File: src/rtl/proc_pkg.sv
// Shared processor constants and helpers used by the fetch-side blocks.
package proc_pkg;

    localparam int PC_W      = 12;  // program-counter width
    localparam int OFS_W     = 8;   // signed relative-branch offset width
    localparam int RAS_DEPTH = 8;   // return-address stack entries

    // Decoded stack operation for one cycle.
    typedef enum logic [1:0] {
        RAS_HOLD    = 2'b00,
        RAS_PUSH    = 2'b01,
        RAS_POP     = 2'b10,
        RAS_REPLACE = 2'b11
    } ras_op_e;

    // True when a PC_W-bit two's-complement value survives truncation to
    // 'width' bits, i.e. bits [PC_W-1:width-1] are all copies of the sign.
    function automatic logic fits_signed(input logic [PC_W-1:0] value, input int width);
        logic [PC_W-1:0] hi;
        hi = $signed(value) >>> (width - 1);
        return (hi == '0) || (hi == '1);
    endfunction

endpackage

File: src/rtl/ras_regfile.sv
// DEPTH x T entry storage: one synchronous write port, one combinational read.
module ras_regfile
    import proc_pkg::*;
#(
    parameter int T     = PC_W,
    parameter int DEPTH = RAS_DEPTH,
    localparam int AW   = $clog2(DEPTH)
) (
    input  logic          Clk,
    input  logic          we,
    input  logic [AW-1:0] waddr,
    input  logic [T-1:0]  wdata,
    input  logic [AW-1:0] raddr,
    output logic [T-1:0]  rdata
);

    logic [T-1:0] mem [DEPTH];

    // Entry write; contents are intentionally never reset.
    always_ff @(posedge Clk) begin
        if (we) begin
            mem[waddr] <= wdata;
        end
    end

    assign rdata = mem[raddr];

endmodule

File: src/rtl/return_addr_stack.sv
// Call/return stack feeding the fetch stage's relative-branch Target input.
//
// Command semantics: Push and Pop are single-cycle commands with no
// handshake; each is sampled on every posedge and is always accepted.
// A Push while Full or a Pop while Empty is dropped and recorded in the
// sticky Overflow/Underflow flags instead of back-pressuring the caller.
module return_addr_stack
    import proc_pkg::*;
#(
    parameter int T     = PC_W,
    parameter int DEPTH = RAS_DEPTH,
    parameter int OFS_W = proc_pkg::OFS_W,
    localparam int AW   = $clog2(DEPTH),
    localparam int CW   = $clog2(DEPTH) + 1
) (
    input  logic          Clk,
    input  logic          Reset,
    input  logic          Start,
    input  logic          Push,
    input  logic          Pop,
    input  logic [T-1:0]  ProgCtr,
    output logic [T-1:0]  Target,
    output logic [T-1:0]  TopAddr,
    output logic [CW-1:0] Count,
    output logic          Empty,
    output logic          Full,
    output logic          Overflow,
    output logic          Underflow,
    output logic          RangeErr
);

    logic [CW-1:0] count_q, count_d;
    logic          ovf_q, ovf_d;
    logic          unf_q, unf_d;
    logic [CW-1:0] count_m1;
    logic [AW-1:0] top_idx;
    logic [AW-1:0] waddr;
    logic          we;
    logic [T-1:0]  top_rd;
    logic [T-1:0]  ret_addr;
    ras_op_e       op;

    assign count_m1 = count_q - 1'b1;
    assign top_idx  = count_m1[AW-1:0];
    assign ret_addr = ProgCtr + 1'b1;
    assign Empty    = (count_q == '0);
    assign Full     = (count_q == CW'(DEPTH));

    ras_regfile #(
        .T     (T),
        .DEPTH (DEPTH)
    ) u_regfile (
        .Clk   (Clk),
        .we    (we & ~Reset & ~Start),
        .waddr (waddr),
        .wdata (ret_addr),
        .raddr (top_idx),
        .rdata (top_rd)
    );

    // Decode the two command lines into one operation.
    always_comb begin
        op = RAS_HOLD;
        case ({Pop, Push})
            2'b01:   op = RAS_PUSH;
            2'b10:   op = RAS_POP;
            2'b11:   op = RAS_REPLACE;
            default: op = RAS_HOLD;
        endcase
    end

    // Next count, flag updates and entry write for the decoded operation.
    always_comb begin
        we      = 1'b0;
        waddr   = count_q[AW-1:0];
        count_d = count_q;
        ovf_d   = ovf_q;
        unf_d   = unf_q;
        case (op)
            RAS_PUSH: begin
                if (Full) begin
                    ovf_d = 1'b1;
                end else begin
                    we      = 1'b1;
                    count_d = count_q + 1'b1;
                end
            end
            RAS_POP: begin
                if (Empty) begin
                    unf_d = 1'b1;
                end else begin
                    count_d = count_m1;
                end
            end
            RAS_REPLACE: begin
                // Return immediately followed by a call: overwrite the top.
                // On an empty stack the pop part fails and the push proceeds.
                we = 1'b1;
                if (Empty) begin
                    unf_d   = 1'b1;
                    count_d = CW'(1);
                end else begin
                    waddr = top_idx;
                end
            end
            default: begin
            end
        endcase
    end

    // Pointer and sticky flags; Start clears exactly like Reset.
    always_ff @(posedge Clk) begin
        if (Reset || Start) begin
            count_q <= '0;
            ovf_q   <= 1'b0;
            unf_q   <= 1'b0;
        end else begin
            count_q <= count_d;
            ovf_q   <= ovf_d;
            unf_q   <= unf_d;
        end
    end

    // Zero-latency return offset: fetch adds it to ProgCtr on the pop edge.
    always_comb begin
        Target   = '0;
        RangeErr = 1'b0;
        if (Pop && !Empty) begin
            Target   = top_rd - ProgCtr;
            RangeErr = ~fits_signed(Target, OFS_W);
        end
    end

    assign TopAddr   = Empty ? '0 : top_rd;
    assign Count     = count_q;
    assign Overflow  = ovf_q;
    assign Underflow = unf_q;

endmodule
File: config.mk
export PLATFORM = sky130hd
export DESIGN_NAME = return_addr_stack
export DESIGN_NICKNAME = d
export VERILOG_FILES = /design/src/rtl/proc_pkg.sv /design/src/rtl/ras_regfile.sv /design/src/rtl/return_addr_stack.sv
export SDC_FILE = /design/constraint.sdc
export NUM_CORES = 1
export LEC_CHECK = 0
export ABC_CLOCK_PERIOD_IN_PS = 4900
export CAP_MARGIN = 20
export CORE_ASPECT_RATIO = 1.2
export CORE_MARGIN = 2
export CORE_UTILIZATION = 57
export DETAILED_ROUTE_END_ITERATION = 6
export HOLD_SLACK_MARGIN = 0.05
export PLACE_DENSITY = 0.85
export SYNTH_ARGS = -nofsm -noshare
export SYNTH_HDL_FRONTEND = slang
export SYNTH_HIERARCHICAL = 1
export SYNTH_SLANG_ARGS = --single-unit
export TNS_END_PERCENT = 1
File: constraint.sdc
create_clock -name Clk -period 4.9 [get_ports Clk]
set_input_delay 0.49 -clock Clk [delete_from_list [all_inputs] [get_ports Clk]]
set_output_delay 0.49 -clock Clk [all_outputs]
set_load 0.005 [all_outputs]
# Yosys cells after proc, flatten, opt, wreduce, memory -nomap -nowiden
# Memories as Yosys holds them, arrays and structs flattened.
# Index checks and enable logic that the tools add are counted.
[word_totals]
regBits = 6
mem_bits_rw = 96
inputBits = 17
output_inout_bits = 33
memories = 1
[classes]
add_sub_neg = 4
eq_ne = 11
muxes = 14
bitwise = 5
reduce_logical = 11
[mem_list]
columns = ["memory", "words", "width", "read_ports", "rd_clocked_by_memory_dff", "wr", "line_no", "source"]
rows = [
  ["u_regfile.mem", 8, 12, 1, 0, 1, "ras_regfile.sv:17", "logic [T-1:0] mem [DEPTH];"],
]
[ops]
columns = ["op", "count"]
rows = [
  ["$mux 12", 2],
  ["$add 12x1->12 const B", 1],
  ["$eq 12x12->1 const B", 1],
  ["$logic_not 12->1", 1],
  ["$mux 4", 3],
  ["$pmux 4 s3", 1],
  ["$sub 12x12->12", 1],
  ["$eq 2x2->1 const B", 4],
  ["$mux 3", 2],
  ["$ne 2x2->1 const B", 3],
  ["$pmux 2 s3", 1],
  ["$add 4x1->4 const B", 1],
  ["$eq 2x1->1 const B", 2],
  ["$eq 4x4->1 const B", 1],
  ["$logic_not 4->1", 1],
  ["$mux 1", 4],
  ["$reduce_and 2->1", 2],
  ["$reduce_and 4->1", 1],
  ["$sub 4x1->4 const B", 1],
  ["$not 1->1", 3],
  ["$reduce_bool 3->1", 1],
  ["$and 1x1->1", 2],
  ["$logic_or 1x1->1", 2],
  ["$pmux 1 s2", 1],
  ["3 further kinds", 3],
]

# Logic depth before layout (Yosys ltp)
[depth]
word_depth = 8
ltp_mapped = 18

# Modules after synthesis
# Netlist, hierarchy kept.
[by_module_without_submodules]
columns = ["mod", "n_inst", "cells_each", "area_per_inst_um2", "seq_area_each_um2"]
rows = [
  ["ras_regfile", 1, 152, 3747.3, 2882.8],
  ["return_addr_stack", 1, 200, 1396.3, 120.1],
]

# Worst setup path after synthesis
# No wires, ideal clock.
[synth_timing]
path_kind = "flip-flop to output port"
from = "register count_q[0], in the netlist Count[0]"
to = "output port RangeErr"
t_arrival_ps = 3862
required_ps = 4410
slack_ps = 548
stages_incl_launch_ff = 19
path_cell_list = "dfxtp_1 inv_1 ha_1 xor2_1 clkbuf_1 buf_2 mux4_2 mux2_2 inv_1 ha_1 inv_1 fa_1 a21oi_2 o21ai_1 a2111oi_0 nor2_1 xnor2_2 o41ai_2 a31oi_1"
[synth_via]
elab_chain_len = 7
word_cells_on_any_way = 11
classes_between = "add/sub (2); eq/ne (1); mux (1); bitwise (1); reduce/logical (5); memory (1)"
[synth_lines]
columns = ["element", "line_no", "source"]
rows = [
  ["start, declared", "return_addr_stack.sv:32", "logic [CW-1:0] count_q, count_d;"],
  ["start signal, assigned", "return_addr_stack.sv:118", "count_q <= count_d;"],
  ["$sub 4x1->4 *", "return_addr_stack.sv:43", "assign count_m1 = count_q - 1'b1;"],
  ["via count_m1[0]", "return_addr_stack.sv:35", "logic [CW-1:0] count_m1;"],
  ["$mem_v2 8x12 *", "n/a", ""],
  ["via top_rd[0]", "return_addr_stack.sv:39", "logic [T-1:0] top_rd;"],
  ["$sub 12x12->12 *", "return_addr_stack.sv:129", "Target = top_rd - ProgCtr;"],
  ["$eq 12x12->1 or $logic_not 12->1 (tied branches)", "proc_pkg.sv:21", "return (hi == '0) || (hi == '1);"],
  ["$logic_or 1x1->1 *", "proc_pkg.sv:21", ""],
  ["$not 1->1 *", "return_addr_stack.sv:130", "RangeErr = ~fits_signed(Target, OFS_W);"],
  ["$mux 1 *", "return_addr_stack.sv:128", "if (Pop && !Empty) begin"],
  ["end, declared", "return_addr_stack.sv:29", "output logic RangeErr"],
]
# The timed path passes the listed nets; every way through them passes the cells marked *.

# Worst setup path after layout
[layout_timing]
from = "register count_q[1], in the netlist Count[1]"
to = "output port Target[9]"
[layout_via]
elab_chain_len = 4
word_cells_on_any_way = 7
classes_between = "add/sub (2); mux (1); reduce/logical (3); memory (1)"
[layout_lines]
columns = ["element", "line_no", "source"]
rows = [
  ["$sub 4x1->4", "return_addr_stack.sv:43", ""],
  ["via count_m1[2]", "return_addr_stack.sv:35", ""],
  ["$mem_v2 8x12", "n/a", ""],
  ["via top_rd[6]", "return_addr_stack.sv:39", ""],
  ["$sub 12x12->12", "return_addr_stack.sv:129", ""],
  ["$mux 12", "return_addr_stack.sv:128", ""],
  ["end, declared", "return_addr_stack.sv:22", "output logic [T-1:0] Target,"],
]
# The timed path passes the listed nets, and every way through them passes these cells.

==> impl_metrics.toml <==
[run_status]
status = "completed"

[placement]
port_buffers = 49
placed_cells = 517
globalplace.congestion = 0.937
hpwl_um = 7510

[power]
powerDensity_nw_per_um2 = 323
p_leak_nw = 2.20
ir_worst_vdd_mv = 0.176
power_mw = 1.97

[sta]
finClkSkew_ps = 8.79
finalSetupViolations = 0
finalSetupTns_ps = 0
drv_slew = 0
rsz0062_at_grt = "no"
max_freq_ghz = 0.215
min_period_over_period_pct = 95.0
min_period_ps = 4660
hold_viol = 0
relSlewSlack_pct = 56.6
tightest_slew_ps = 652

[routing]
dr.first_iter.drc_count = 258
vias = 3302
ant_nets = 0
wl_um = 11400
routedWlPerCell_um = 21.3
drc = 0
dr.pass1.iters = 5
viasPerCell = 6.16

[floorplan]
chipHeight_um = 108
fp-row-count = 37
num_io_pins = 50
die_x_um = 90.7
die-area_sq_um = 9800
core-area_sq_um = 8660
initial_utilization_pct = 59.4

[yosys]
yosysSeqAreaShare_pct = 58.4
synth_fa_ha_area_share_pct = 3.79
synthCells = 352
synth_mux_area_share_pct = 14.7
synthSimpleGateAreaFrac_pct = 8.90
synth_compound_area_share_pct = 6.88
synth_edf_count = 96
syn_nets = 384
ys_ff_latch = 102
syn_area_sq_um = 5140
synthArstFlopShare_pct = 0
synth_area_per_cell_sq_um = 14.6
ys_dominant_reg_cell = "edfxtp_1"
synth.distinct_cells = 52
synth-xor-area-share_pct = 3.89
synth_top_family_by_area = "multiplexers"
ys_warn_count = 6

[critical_path]
r2r_start = "Count[1]"
startpoint_type = "flop"
path_class = "reg2out"
reg2reg_depth = 9
arrival_ps = 4170
r2r_end = "u_regfile/mem[3][8]"
cp-end-kind = "output pin"
critPathRequiredTime_ps = 4410
cp_max_fo = 14
rrSetupSlack_ps = 1860

[finish]
fill_cells = 568
antenna_cells = 0
drive_gt1_share_pct = 18.1
seq_area_sq_um = 3010
syn_to_final_growth_pct = 18.8
stdcell_count = 536
fin_nets = 447
multi_input_area_sq_um = 2040

[global_routing]
grt_max_degree = 23
grt_pass1_wl_um = 17300
overflow = 0
track_usage_pct = 23.5
antenna_found_initial = 0
first_global_vias = 3307

[min_path]
min_path_cells = 2
min_path_type = "reg2reg"
hold_end = "Overflow"
hp-start = "Overflow"

[cts]
clockRootBuffer = "clkbuf_8"
cts_tree = "built"
cts_hold_buf = 0
clk_pin_slew_ps = 90
clock_latency_ps = 360
clockBufferDepth = 2
clock_sinks = 102
cts_buffers = 9
cts_max_level = 3

[flow_run]
maxCapViolations = 0
-- flip-flops by register name (all words and copies together) (netlist names) --
register       flops
Underflow          1
Overflow           1
Count              4
u_regfile/mem     96
-- synth_stat cells (all sizes together) (2+ instances only) --
cell | number | area, sq um
edfxtp | 96 | 2880
nor2 | 29 | 109
mux4 | 24 | 619
inv | 23 | 86.3
nand2 | 17 | 63.8
xnor2 | 16 | 148
a21oi | 14 | 81.3
ha | 14 | 175
and2 | 13 | 81.3
mux2 | 12 | 135
nand3 | 10 | 50.1
clkbuf | 8 | 30.0
buf | 7 | 62.6
nor3 | 7 | 35.0
o21ai | 7 | 35.0
dfxtp | 6 | 120
xor2 | 6 | 52.6
nand2b | 5 | 31.3
a211oi | 4 | 30.0
a21o | 3 | 23.8
nand4 | 3 | 18.8
a2111oi | 2 | 36.3
a2bb2oi | 2 | 17.5
a31oi | 2 | 12.5
nand3b | 2 | 15.0
nor3b | 2 | 20.0
o221ai | 2 | 17.5
o41ai | 2 | 25.0
-- worst max-delay path: stages (launching register included) --
cell and delay (ps):
dfxtp_4 390, inv_2 60, ha_4 180, xor2_4 220, buf_6 210, mux4_1 310, mux2_2 320, ha_1 450
nand4_1 180, a211o_2 350, nand3b_1 80, a21oi_1 80, xor2_1 210, buf_4 150, nor2_1 80, clkdlybuf4s50_1 510
-- worst max-delay path by stage --
| stage | start | endpoint | slack, ps | cells after the start |
|---|---|---|---|---|
| final | Count[1] | Target[9] | 240 | 15 |
| after detailed placement | Count[1] | RangeErr | 140 | 15 |
| after floorplan | Count[0] | RangeErr | 550 | 18 |
| after global routing | Count[1] | Target[9] | 50 | 16 |
| after global placement | Count[1] | RangeErr | 280 | 15 |
| after CTS | Count[1] | RangeErr | 20 | 17 |
-- area by class of cell --
type                       count  share of cell area [%]
sequential                   102                    49.2
inverter                      23                    1.45
clock inverter                 6                    1.02
timing repair buffer          67                    10.4
multi-input combinational    212                    33.5
tap                          117                    2.40
clock buffer                   9                    2.03
-- timing repair --
item | CTS | global route
buffers inserted | 2 | 2
resized for setup | 9 | 15
pin swaps | 4 | 5
endpoints found under the setup margin | 2 | 1
-- stage by stage --
| step | cell area (sq um) | setup slack (ps) | hold WS (ps) | util, % |
|---|---|---|---|---|
| after global routing | 6110 | 54.9 | 522 | 70.6 |
| final | 6110 | 245 | 479 | 70.6 |
| after CTS | 6040 | 16.5 | 483 | 69.8 |
| after global placement | 5800 | 280 | 455 | 67.0 |
| after detailed placement | 5800 | 141 | 461 | 67.0 |
| after floorplan | 5140 | 548 | 460 | - |
-- per-layer routing --
metal	vias to the layer above	share of wire, %	wire length, um	track usage (%)
li1	1474	-	-	-
met1	1655	40	4540	28.8
met2	141	52	5940	41.8
met3	32	5.3	610	3.76
met4	0	2.8	314	9.78
met5	-	0	0	0
-- power breakdown --
| part | internal [mW] | switching [mW] |
|---|---|---|
| clock network | 0.233 | 0.274 |
| registers | 0.966 | 0.00440 |
| logic | 0.236 | 0.258 |
-- placed cells by master (no fill, tap or decap), types with 2 or more instances in the layout --
| cell type | n |
|---|---|
| ha_1 | 12 |
| xnor2_1 | 13 |
| clkbuf_8 | 9 |
| inv_1 | 21 |
| nand2b_1 | 5 |
| nor3_1 | 7 |
| a21oi_1 | 6 |
| mux2_2 | 12 |
| o221ai_1 | 2 |
| edfxtp_1 | 96 |
| and2_1 | 13 |
| a31oi_1 | 2 |
| nor2_1 | 29 |
| xnor2_2 | 3 |
| buf_6 | 2 |
| xor2_1 | 5 |
| mux4_2 | 3 |
| nand2_1 | 17 |
| mux4_1 | 21 |
| clkdlybuf4s50_1 | 48 |
| dfxtp_1 | 4 |
| a21o_1 | 2 |
| nand4_1 | 3 |
| nand3_1 | 10 |
| a211oi_1 | 4 |
| clkinv_1 | 2 |
| a21oi_2 | 8 |
| o21ai_0 | 6 |
| nand3b_1 | 2 |
| buf_4 | 16 |
-- cell families (layout without fill, tap and decap cells) --
family | count (synthesis) | count (layout)
DFF | 102 | 102
and+or+nand+nor | 93 | 93
AOI/OAI and AO/OA | 46 | 46
buffers and inverters | 38 | 105
muxes | 36 | 36
xor gates and xnor gates | 22 | 22
adders and majority gates | 15 | 15
Note: power is estimated with default switching activity, not from simulation.
